### src/rtl/muldiv_unit_if.sv
// Request/response bundle between the core controller and the multiply/divide unit.
// The controller drives the master side; muldiv_unit sits on the slave side.
interface muldiv_unit_if #(
  parameter int WIDTH = 32
);
  logic             start;
  logic [1:0]       op;
  logic [WIDTH-1:0] a;
  logic [WIDTH-1:0] b;
  logic             hi_we;
  logic             lo_we;
  logic [WIDTH-1:0] wdata;
  logic             busy;
  logic             done;
  logic             div_by_zero;
  logic [WIDTH-1:0] hi;
  logic [WIDTH-1:0] lo;

  modport master (
    output start, op, a, b, hi_we, lo_we, wdata,
    input  busy, done, div_by_zero, hi, lo
  );

  modport slave (
    input  start, op, a, b, hi_we, lo_we, wdata,
    output busy, done, div_by_zero, hi, lo
  );
endinterface

### src/rtl/muldiv_unit.sv
// Iterative radix-2 MULT/MULTU/DIV/DIVU with HI/LO registers and MTHI/MTLO writes.
// Sign-magnitude datapath: operands are made positive on entry, the result is fixed up in FIX.
module muldiv_unit #(
  parameter int WIDTH = 32,
  parameter int CNT_W = $clog2(WIDTH) + 1
) (
  input  logic         clk,
  input  logic         rst,
  muldiv_unit_if.slave bus
);

  typedef enum logic [1:0] {IDLE, RUN, FIX} state_e;

  state_e             state_q, state_d;
  logic [CNT_W-1:0]   cnt_q, cnt_d;
  logic               is_div_q, is_div_d;
  logic               zero_div_q, zero_div_d;
  logic               prod_neg_q, prod_neg_d;
  logic               rem_neg_q, rem_neg_d;
  logic [WIDTH-1:0]   opnd_q, opnd_d;
  logic [2*WIDTH-1:0] acc_q, acc_d;
  logic [WIDTH:0]     rem_q, rem_d;
  logic               busy_q, busy_d;
  logic               done_q, done_d;
  logic               div_by_zero_q, div_by_zero_d;
  logic [WIDTH-1:0]   hi_q, hi_d;
  logic [WIDTH-1:0]   lo_q, lo_d;

  logic               signed_op;
  logic [WIDTH-1:0]   a_abs, b_abs;
  logic [WIDTH:0]     mul_sum, div_shift, div_diff;
  logic [2*WIDTH-1:0] prod_fix;
  logic [WIDTH-1:0]   quo_fix, rem_fix;

  always_comb begin
    state_d       = state_q;
    cnt_d         = cnt_q;
    is_div_d      = is_div_q;
    zero_div_d    = zero_div_q;
    prod_neg_d    = prod_neg_q;
    rem_neg_d     = rem_neg_q;
    opnd_d        = opnd_q;
    acc_d         = acc_q;
    rem_d         = rem_q;
    busy_d        = busy_q;
    done_d        = 1'b0;
    div_by_zero_d = 1'b0;
    hi_d          = hi_q;
    lo_d          = lo_q;

    signed_op = ~bus.op[0];
    a_abs     = (signed_op && bus.a[WIDTH-1]) ? -bus.a : bus.a;
    b_abs     = (signed_op && bus.b[WIDTH-1]) ? -bus.b : bus.b;

    // Multiply adds opnd into the upper half; divide keeps the quotient in acc's lower half.
    mul_sum   = {1'b0, acc_q[2*WIDTH-1:WIDTH]} + {1'b0, opnd_q};
    div_shift = {rem_q[WIDTH-1:0], acc_q[WIDTH-1]};
    div_diff  = div_shift - {1'b0, opnd_q};
    prod_fix  = prod_neg_q ? -acc_q : acc_q;
    quo_fix   = prod_neg_q ? -acc_q[WIDTH-1:0] : acc_q[WIDTH-1:0];
    rem_fix   = rem_neg_q ? -rem_q[WIDTH-1:0] : rem_q[WIDTH-1:0];

    unique case (state_q)
      IDLE: begin
        if (bus.start) begin
          is_div_d   = bus.op[1];
          zero_div_d = bus.op[1] && (bus.b == '0);
          prod_neg_d = signed_op && (bus.a[WIDTH-1] ^ bus.b[WIDTH-1]);
          rem_neg_d  = signed_op && bus.a[WIDTH-1];
          opnd_d     = bus.op[1] ? b_abs : a_abs;
          acc_d      = {{WIDTH{1'b0}}, (bus.op[1] ? a_abs : b_abs)};
          rem_d      = '0;
          cnt_d      = CNT_W'(WIDTH);
          busy_d     = 1'b1;
          state_d    = RUN;
        end else begin
          if (bus.hi_we) hi_d = bus.wdata;
          if (bus.lo_we) lo_d = bus.wdata;
        end
      end
      RUN: begin
        if (is_div_q) begin
          acc_d[WIDTH-1:0] = {acc_q[WIDTH-2:0], ~div_diff[WIDTH]};
          rem_d            = div_diff[WIDTH] ? div_shift : div_diff;
        end else begin
          acc_d = acc_q[0] ? {mul_sum, acc_q[WIDTH-1:1]} : {1'b0, acc_q[2*WIDTH-1:1]};
        end
        cnt_d = cnt_q - 1'b1;
        if (cnt_q == CNT_W'(1)) state_d = FIX;
      end
      FIX: begin
        // A zero divisor still runs all steps, leaving |a| in rem so the sign fix restores raw a.
        hi_d          = is_div_q ? rem_fix : prod_fix[2*WIDTH-1:WIDTH];
        lo_d          = is_div_q ? (zero_div_q ? '1 : quo_fix) : prod_fix[WIDTH-1:0];
        done_d        = 1'b1;
        div_by_zero_d = zero_div_q;
        busy_d        = 1'b0;
        state_d       = IDLE;
      end
      default: state_d = IDLE;
    endcase
  end

  always_ff @(posedge clk) begin
    if (!rst) begin
      state_q       <= IDLE;
      busy_q        <= 1'b0;
      done_q        <= 1'b0;
      div_by_zero_q <= 1'b0;
      hi_q          <= '0;
      lo_q          <= '0;
    end else begin
      state_q       <= state_d;
      busy_q        <= busy_d;
      done_q        <= done_d;
      div_by_zero_q <= div_by_zero_d;
      hi_q          <= hi_d;
      lo_q          <= lo_d;
    end
    // NOTE: the datapath is fully reloaded on every accepted start, so it carries no reset.
    cnt_q      <= cnt_d;
    is_div_q   <= is_div_d;
    zero_div_q <= zero_div_d;
    prod_neg_q <= prod_neg_d;
    rem_neg_q  <= rem_neg_d;
    opnd_q     <= opnd_d;
    acc_q      <= acc_d;
    rem_q      <= rem_d;
  end

  assign bus.busy        = busy_q;
  assign bus.done        = done_q;
  assign bus.div_by_zero = div_by_zero_q;
  assign bus.hi          = hi_q;
  assign bus.lo          = lo_q;

endmodule

### src/flat_wrapper.sv
// flat-port wrapper written by rule: the top's interface ports become plain ports
module muldiv_unit_flat 
#(
  parameter int WIDTH = 32,
  parameter int CNT_W = $clog2(WIDTH) + 1
)
  (clk, rst, bus_start, bus_op, bus_a, bus_b, bus_hi_we, bus_lo_we, bus_wdata, bus_busy, bus_done, bus_div_by_zero, bus_hi, bus_lo);
  muldiv_unit_if #(.WIDTH(WIDTH)) bus_i ();
  input  logic clk;
  input  logic rst;
  input wire logic [$bits(bus_i.start)-1:0] bus_start;
  input wire logic [$bits(bus_i.op)-1:0] bus_op;
  input wire logic [$bits(bus_i.a)-1:0] bus_a;
  input wire logic [$bits(bus_i.b)-1:0] bus_b;
  input wire logic [$bits(bus_i.hi_we)-1:0] bus_hi_we;
  input wire logic [$bits(bus_i.lo_we)-1:0] bus_lo_we;
  input wire logic [$bits(bus_i.wdata)-1:0] bus_wdata;
  output wire logic [$bits(bus_i.busy)-1:0] bus_busy;
  output wire logic [$bits(bus_i.done)-1:0] bus_done;
  output wire logic [$bits(bus_i.div_by_zero)-1:0] bus_div_by_zero;
  output wire logic [$bits(bus_i.hi)-1:0] bus_hi;
  output wire logic [$bits(bus_i.lo)-1:0] bus_lo;
  assign bus_i.start = bus_start;
  assign bus_i.op = bus_op;
  assign bus_i.a = bus_a;
  assign bus_i.b = bus_b;
  assign bus_i.hi_we = bus_hi_we;
  assign bus_i.lo_we = bus_lo_we;
  assign bus_i.wdata = bus_wdata;
  assign bus_busy = bus_i.busy;
  assign bus_done = bus_i.done;
  assign bus_div_by_zero = bus_i.div_by_zero;
  assign bus_hi = bus_i.hi;
  assign bus_lo = bus_i.lo;
  muldiv_unit #(.WIDTH(WIDTH), .CNT_W(CNT_W)) u_core (.clk(clk), .rst(rst), .bus(bus_i));
endmodule
### config.mk
export PLATFORM = sky130hd
export DESIGN_NAME = muldiv_unit_flat
export DESIGN_NICKNAME = d
export VERILOG_FILES = /design/src/rtl/muldiv_unit_if.sv /design/src/rtl/muldiv_unit.sv /design/src/flat_wrapper.sv
export SDC_FILE = /design/constraint.sdc
export NUM_CORES = 1
export LEC_CHECK = 0
export ABC_CLOCK_PERIOD_IN_PS = 5260
export CAP_MARGIN = 20
export CORE_ASPECT_RATIO = 0.8
export CORE_MARGIN = 5
export CORE_UTILIZATION = 28
export CTS_CLUSTER_SIZE = 40
export DETAILED_ROUTE_END_ITERATION = 10
export GPL_ROUTABILITY_DRIVEN = 0
export PLACE_DENSITY_LB_ADDON = 0.08
export SETUP_SLACK_MARGIN = 0.5
export SLEW_MARGIN = 20
export SYNTH_ARGS = -nofsm -noshare
export SYNTH_HDL_FRONTEND = slang
export SYNTH_SLANG_ARGS = --single-unit
### constraint.sdc
create_clock -name clk -period 5.26 [get_ports clk]
set_input_delay 0.789 -clock clk [delete_from_list [all_inputs] [get_ports clk]]
set_output_delay 0.789 -clock clk [all_outputs]
set_load 0.03 [all_outputs]
# Word level (Yosys, flattened, before mapping)
# Index checks and enable logic that the tools add are counted.
# Widths: inputs -> output; s select.
word_totals:
  ff_bits: 207
  output_inout_bits: 67
  word_cells: 86
classes:
  n_addsub: 8
  eq_ne: 10
  mux: 33
  bitwise_logic: 3
  n_reduce_logical: 17
ops:
  columns: ["op", "n"]
  rows:
  - ["$mux 32", 18]
  - ["$mux 64", 3]
  - ["$pmux 32 s2", 3]
  - ["$neg 32->32", 4]
  - ["$pmux 64 s2", 1]
  - ["$neg 64->64", 1]
  - ["$add 32x32->33", 1]
  - ["$sub 33x32->33", 1]
  - ["$logic_not 32->1", 1]
  - ["$pmux 6 s2", 1]
  - ["$reduce_and 3->1", 4]
  - ["$ne 2x2->1 const B", 5]
  - ["$reduce_and 2->1", 5]
  - ["$eq 6x1->1 const B", 1]
  - ["$mux 6", 1]
  - ["$sub 6x1->6 const B", 1]
  - ["$logic_and 1x1->1", 4]
  - ["$mux 2", 2]
  - ["$ne 2x1->1 const B", 2]
  - ["$pmux 2 s2", 1]
  - ["$reduce_bool 2->1", 2]
  - ["$eq 2x1->1 const B", 1]
  - ["$eq 2x2->1 const B", 1]
  - ["$logic_not 2->1", 1]
  - ["4 further kinds", 6]

# Logic depth before layout (Yosys ltp)
# Gate-level depths: netlist of run 1.
logic_depth:
  ltp_word: 6
  ltp_mapped: 15

# Least setup slack after synthesis of run 1
# No wires, ideal clock.
synth_timing:
  kind: "register to register"
  from: "register u_core.is_div_q"
  to: "register u_core.acc_q[32], enable pin"
  setup_time_ns: 0.466
  arrival_ns: 3.273
  path_slack_ns: 1.522
  path_stages_with_launch: 5
  path_cell_list: "edfxtp_1 > clkbuf_1 > clkbuf_1 > clkbuf_1 > o21ai_0"
synth_via:
  elab_chain_cells: 2
synth_rtl:
  columns: ["element", "line_no", "source"]
  rows:
  - ["from (decl)", "muldiv_unit.sv:16", "logic is_div_q, is_div_d;"]
  - ["from (signal assigned)", "muldiv_unit.sv:122", "is_div_q <= is_div_d;"]
  - ["$ne 2x2->1 (no line)", null, null]
  - ["$reduce_and 3->1 (no line)", null, null]
  - ["to (signal assigned)", "muldiv_unit.sv:127", "acc_q <= acc_d;"]
  - ["to (decl)", "muldiv_unit.sv:21", "logic [2*WIDTH-1:0] acc_q, acc_d;"]
# Every way passes these cells.
# A chain may end at the register's enable or synchronous reset.

# Worst setup path in the final report of run 1
layout_timing:
  from: "register u_core.acc_q[31]"
  to: "register u_core.rem_q[3] (data pin)"
layout_via:
  elab_chain_cells: 4
layout_rtl:
  columns: ["element", "line_no", "source"]
  rows:
  - ["$sub 33x32->33", "muldiv_unit.sv:58", "div_diff = div_shift - {1'b0, opnd_q};"]
  - ["$mux 32", "muldiv_unit.sv:84", "rem_d = div_diff[WIDTH] ? div_shift : div_diff;"]
  - ["$mux 32", "muldiv_unit.sv:82", "if (is_div_q) begin"]
  - ["$pmux 32 s2", "muldiv_unit.sv:63", "unique case (state_q)"]
  - ["to (signal assigned)", "muldiv_unit.sv:128", "rem_q <= rem_d;"]
  - ["to (decl)", "muldiv_unit.sv:22", "logic [WIDTH:0] rem_q, rem_d;"]
# Every way passes these cells. The select of a mux whose other input is x is not followed.

==> results of run 1 <==
==> where the power goes <==
part | switching (mW) | internal (mW)
Sequential | 0.301 | 1.97
Combinational | 1.35 | 0.884
Clock | 0.802 | 1.07
Total | 2.45 | 3.92
==> metal layers <==
layer | global-route usage, % | vias up
met1 | 31.11 | 7288
met4 | 3.916 | 2
met2 | 28.12 | 425
met5 | 0 | -
met3 | 3.912 | 71
li1 | - | 7317
==> metrics by stage <==
| step | util [%] | setup slack, ns |
|---|---|---|
| 2_1_floorplan | - | 1.522 |
| 3_3_place_gp | 32.48 | 1.037 |
| 3_5_place_dp | 32.48 | 0.9673 |
| 4_1_cts | 33.96 | 1.354 |
| 5_1_grt | 33.96 | 1.110 |
| 6_report | 33.96 | 1.250 |
==> cells in the final DEF, fill, tap and decap left out, drive strengths merged, types with 9 or more instances in the layout <==
| master | count |
|---|---|
| nor3 | 41 |
| or2 | 16 |
| o221ai | 31 |
| nand3 | 33 |
| xor2 | 88 |
| or4 | 18 |
| mux2i | 93 |
| a21o | 30 |
| o21a | 9 |
| nand2b | 17 |
| a21boi | 29 |
| inv | 69 |
| and3 | 19 |
| or3 | 29 |
| xnor2 | 115 |
| nand2 | 166 |
| o41ai | 20 |
| ha | 70 |
| a31oi | 20 |
| edfxtp | 138 |
| nor2b | 22 |
| buf | 26 |
| nor2 | 173 |
| nor4 | 16 |
| o21ai | 120 |
| clkdlybuf4s50 | 167 |
| o211ai | 24 |
| a211oi | 24 |
| a21oi | 173 |
| nand4 | 17 |
| o31ai | 39 |
| clkbuf | 34 |
| dfxtp | 69 |
==> sequential cells by signal (all words and copies together) (netlist names), 2 cells and up <==
signal and cells:
u_core.bus.hi 32, u_core.acc_q 64, u_core.opnd_q 32, u_core.rem_q 32, u_core.state_q 2, u_core.bus.lo 32
u_core.cnt_q 6
==> worst paths after layout <==
path	end	cells after the start
setup reg to reg	u_core.rem_q[3]	14
hold / removal	u_core.bus.lo[0]	2
setup / recovery	u_core.rem_q[3]	14
hold reg to reg	u_core.bus.lo[0]	2
==> cell type report <==
class	instances	area, µm²	area share [%]
Timing Repair Buffer	193	1874	9.481
Sequential cell	207	5525	27.95
Tap cell	769	962.2	4.867
Multi-Input combinational cell	1539	10290	52.08
Clock buffer	34	721.9	3.652
Inverter	68	255.2	1.291
Clock inverter	13	135.1	0.6835
==> critical path, delay by kind of cell, from the launching register on <==
family / cells / cell delay (ns)
AND/OR/NAND/NOR: 1 / 0.40
buffers and inverters: 4 / 0.56
adder cells (fa/ha/maj): 2 / 0.62
flip-flops: 1 / 0.36
AO/OA/AOI/OAI: 7 / 1.84
==> kinds of logic after synthesis <==
logic type                 Yosys count  synth area share [%]
DFF                                207                 33.59
buffers and inverters              176                 4.107
and+or+nand+nor                    590                 17.27
adders and majority gates           72                 5.567
xor gates and xnor gates           203                 10.81
muxes                               99                 6.069
AOI/OAI and AO/OA                  575                 22.59
==> metrics.md, run 1 <==
| Metric | Value |
|---|---|
| Setup Fix Bufs, Post-CTS | `0` |
| Number of core rows | `roughly 80` |
| Rel. slew slack | `approximately 28%` |
| Met3 WL | `between 4000 and 5000 µm` |
| IO Port Bufs | `169` |
| Met1 WL | `~34,000 µm` |
| Setup crit start | `u_core.acc_q[31]` |
| Vias per std cell | `5.350` |
| Vias in the first global route | `approximately 14,000` |
| Routed WL | `~66,000 µm` |
| Clock sink count | `207` |
| Synth area leader | `edfxtp_1` |
| Worst hold path class | `register to register` |
| Starting Density | `between 20% and 30%` |
| WS Path Type | `register to register` |
| CTS Buf Count | `26` |
| Critical Path Sink Type | `register` |
| Final Cycle Share | `76.23%` |
| Largest fanout on the critical path | `60` |
| Die ar. | `about 0.064 mm²` |
| Width of the die | `~280 µm` |
| Area Growth Syn to Fin | `20.17%` |
| Pin count of the biggest net entering global routing | `a little under 70` |
| CP Cell Sequence | `buf_4 -> inv_1 -> ha_1 -> inv_1 -> fa_1 -> a21oi_1 -> o22ai_1 -> o2111ai_1 -> o211ai_1 -> o21ai_0 -> a211oi_4 -> buf_12 -> or3_1 -> a21oi_1` |
| Synth top area cells | `edfxtp_1, dfxtp_1, xnor2_1, mux2i_1, ha_1` |
| Top cells by count, synth | `a21oi_1, nor2_1, nand2_1` |
| Wire length on met2 | `26,730 µm` |
| Clk_skew | `between 0.01 and 0.015 ns` |
| Placed Cells | `between 2,000 and 3,000` |
| Max-cap viol count | `0` |
| Internal reg-to-reg setup slack | `between 1 and 1.5 ns` |
| Cell Area, Synth | `about 0.016 mm²` |
| Distinct cells, synth | `76` |
| Cells after Synth | `slightly below 2,000` |
| R2R Path Start | `u_core.acc_q[31]` |
| Sum Neg Setup Slack | `0 ns` |
| # setup viols final | `0` |
| Pwr Total | `between 6 and 7 mW` |
| YS warnings | `0` |
| Syn Nets | `2,097` |
| Hold buffers post-CTS | `0` |
| Final-report hold violation count | `0` |
| Clock Latency Late Sink | `0.56 ns` |
| Synthesized flop and latch total | `around 210` |
| Tmin final | `around 4 ns` |
| Pre-Repair DR Iteration Count | `6` |
| Critical path's slowest cell | `o2111ai_1` |
| Register area share after synthesis | `roughly a third` |
| Die height | `roughly 230 µm` |
| Post-DP HPWL | `51,550 µm` |
| Final Cell Area | `around 0.02 mm²` |
| CTS root buf | `clkbuf_16` |
| Via count | `about 15,000` |
| Post_cts resized | `0` |
| CP Data Arrival Time | `around 4.4 ns` |
| Worst slew pin tran | `about 1.1 ns` |
| Power per cell area | `roughly 320 mW/mm²` |
| DR DRC count | `0` |
| VDD IR max | `0.2322 mV` |
| WL per Instance | `between 20 and 25 µm` |
| Post-synth ARST share | `0%` |
| Post-Syn Area per Cell | `~8.6 µm²` |
| Remaining Overflow, GRT | `0` |
| IO Pins | `170` |
| Fmax | `249.4 MHz` |
| Ant diodes | `0` |
| Post-synth EDFFs | `around 140` |
| CP peak stage delay | `0.46 ns` |
| Final ANT Viol Nets | `0` |
| Top_reg_cell synth | `edfxtp_1` |
| Initial antenna violation count | `1` |
| CP required | `around 5.6 ns` |
| Core region area | `just under 0.06 mm²` |
| H-tree depth | `1` |
| Nets | `2,210` |
| First-pass GRT wire length | `around 96,000 µm` |
| Crit path launch type | `register` |
| Worst hold start | `u_core.bus.lo[0]` |
| Top routing layer in use | `met5` |
| CTS tree | `done` |
| Placed Area | `approximately 0.019 mm²` |
| Pleak | `7.348 nW` |
| Unrepaired setup endpoints after global routing | `false` |
| Proportion of layout cells with a drive suffix above 1 | `under 10%` |
| Final Hold Slack | `between 0.4 and 0.5 ns` |
| Final cell count without fillers | `~2,800` |
| Fillers | `between 6,000 and 7,000` |
| Status | `finished clean` |
| Clk pin slew, worst setup/hold paths | `about 0.060 ns` |
| Max clock buf depth | `3` |
| Yosys top cell area share | `between 20% and 30%` |
| Slew Viols, Final | `0` |
| 1st-iter DRT viols | `between 1,000 and 1,500` |
| GRT Total Usage | `between 10% and 20%` |
Power figures use the tool's default switching activity.
==> inputs of run 2 (changes only) <==
ABC_CLOCK_PERIOD_IN_PS = 3800   (was 5260)
clock period = 3.8 ns   (was 5.26 ns; I/O delays follow)
==> run 2 against run 1 <==
  * Routed wire length increased by 5.6%
  * Combinational power increased by 87%
  * Global-route usage increased by 0.83 points
  * Register-to-register slack got worse by 0.83 ns
  * Core utilization increased by 2.9 points
  * Critical path type unchanged
  * Critical endpoint unchanged
==> metrics.md, run 2 (same netlist as run 1, synthesis figures left out) <==
| Metric | Value |
|---|---|
| IO Port Bufs | `~170` |
| Pin count of the biggest net entering global routing | `52` |
| Width of the die | `between 200 and 300 µm` |
| Clock sink count | `~210` |
| Ant diodes | `0` |
| Post-DP HPWL | `roughly 54,000 µm` |
| Clock Latency Late Sink | `roughly 0.57 ns` |
| IO Pins | `170` |
| Final ANT Viol Nets | `0` |
| Rel. slew slack | `34.77%` |
| H-tree depth | `1` |
| Starting Density | `between 20% and 30%` |
| Crit path launch type | `register` |
| Fmax | `a little under 300 MHz` |
| Unrepaired setup endpoints after global routing | `true` |
| Proportion of layout cells with a drive suffix above 1 | `between 10% and 20%` |
| Core region area | `around 0.058 mm²` |
| Worst hold start | `bus_op[1]` |
| Routed WL | `roughly 70,000 µm` |
| Slack of the critical path | `~0.42 ns` |
| DR DRC count | `0` |
| Clk_skew | `0.02172 ns` |
| Slew Viols, Final | `0` |
| Status | `finished clean` |
| Pleak | `a little over 8 nW` |
| Worst hold path class | `input pin to register` |
| GRT Total Usage | `20.70%` |
| Final Cycle Share | `~90%` |
| R2R Path Start | `u_core.opnd_q[19]` |
| Met1 WL | `34,900 µm` |
| Via count | `about 16,000` |
| Final Hold Slack | `between 0.4 and 0.5 ns` |
| Vias in the first global route | `~15,000` |
| Clk pin slew, worst setup/hold paths | `around 0.070 ns` |
| Power per cell area | `456.0 mW/mm²` |
| Nets | `2,345` |
| Max-cap viol count | `0` |
| Die ar. | `roughly 0.064 mm²` |
| Number of flip-flops in the largest register | `64` |
| Hold buffers post-CTS | `0` |
| First-pass GRT wire length | `about 100,000 µm` |
| Number of core rows | `79` |
| # setup viols final | `0` |
| Setup crit start | `u_core.opnd_q[19]` |
| Tmin final | `~3.4 ns` |
| CP required | `between 4 and 5 ns` |
| WL per Instance | `23.58 µm` |
| Met3 WL | `just over 5000 µm` |
| Sum Neg Setup Slack | `0 ns` |
| Largest fanout on the critical path | `6` |
| Commonest non-fill, non-tap cell in the layout | `clkdlybuf4s50_1` |
| Area Growth Syn to Fin | `30.29%` |
| VDD IR max | `~0.31 mV` |
| CTS tree | `done` |
| WS Path Type | `register to register` |
| Die height | `about 230 µm` |
| Final-report hold violation count | `0` |
| Most frequent cells in the layout | `clkdlybuf4s50_1, nand2_1, nor2_1` |
| CTS root buf | `clkbuf_16` |
| CP Data Arrival Time | `roughly 3.8 ns` |
| Largest Register | `u_core.acc_q` |
| Max clock buf depth | `3` |
| Critical Path Sink Type | `register` |
| Initial antenna violation count | `3` |
| Top routing layer in use | `met5` |
| Pre-Repair DR Iteration Count | `5` |
| Remaining Overflow, GRT | `0` |
| CTS Buf Count | `27` |
| DP Worst Slack | `around 0.16 ns` |
| Vias per std cell | `between 5 and 6` |
| Wire length on met2 | `approximately 28,000 µm` |
| 1st-iter DRT viols | `1,364` |
| Worst slew pin tran | `around 0.97 ns` |
-- run 2: worst max-delay path, cell delays in order (launching register included) --
cell and delay (ns):
edfxtp_1 0.45, inv_1 0.07, ha_1 0.36, and3_1 0.21, nand4_1 0.15, or3_1 0.42
o211ai_1 0.26, o211a_1 0.28, a211oi_4 0.05, buf_4 0.16, buf_8 0.13, buf_16 0.15
or3_1 0.39, a21oi_2 0.13
-- run 2: final timing paths --
path                                         end  slack (ns)  cells after the start
worst max register to register   u_core.rem_q[3]        0.42                     13
worst max-delay path             u_core.rem_q[3]        0.42                     13
worst min register to register  u_core.bus.lo[6]        0.47                      2
worst min-delay path             u_core.is_div_q        0.45                      1
-- run 2: layout make-up --
cell class | count | area, µm²
Clock buffer | 33 | 728.2
Clock inverter | 16 | 142.6
Fill cell | 6016 | 36790
Inverter | 68 | 255.2
Multi-Input combinational cell | 1539 | 10760
Sequential cell | 207 | 5525
Tap cell | 769 | 962.2
Timing Repair Buffer | 327 | 3064
-- run 2: what timing repair did --
action	CTS	global route
cloned	2	1
buffers inserted	17	28
setup endpoints to repair	41	51
gates resized for setup	48	83
pin swaps	21	38
-- run 2: where the power goes --
part	total (mW)	internal, mW	switching [mW]
clock	2.60	1.45	1.15
sequential	3.01	2.72	0.294
combinational	4.17	1.80	2.37
total	9.77	5.96	3.81
-- run 2: metrics by stage --
stage          instances  utilization [%]  power [mW]  instance area, µm²
2_1_floorplan       1922                -       5.079               16460
4_1_cts             2930            35.82       9.396               20850
3_3_place_gp        2862            33.61       6.470               19570
6_report            2959            36.81       9.774               21430
3_5_place_dp        2862            33.61       6.470               19570
5_1_grt             2959            36.81       10.25               21430
-- run 2: metal layers --
layer  GRT usage, %  up-vias
li1               -     7599
met1          32.43     7762
met2          29.18      480
met3          4.519       61
met4          3.584        2
met5              0        -
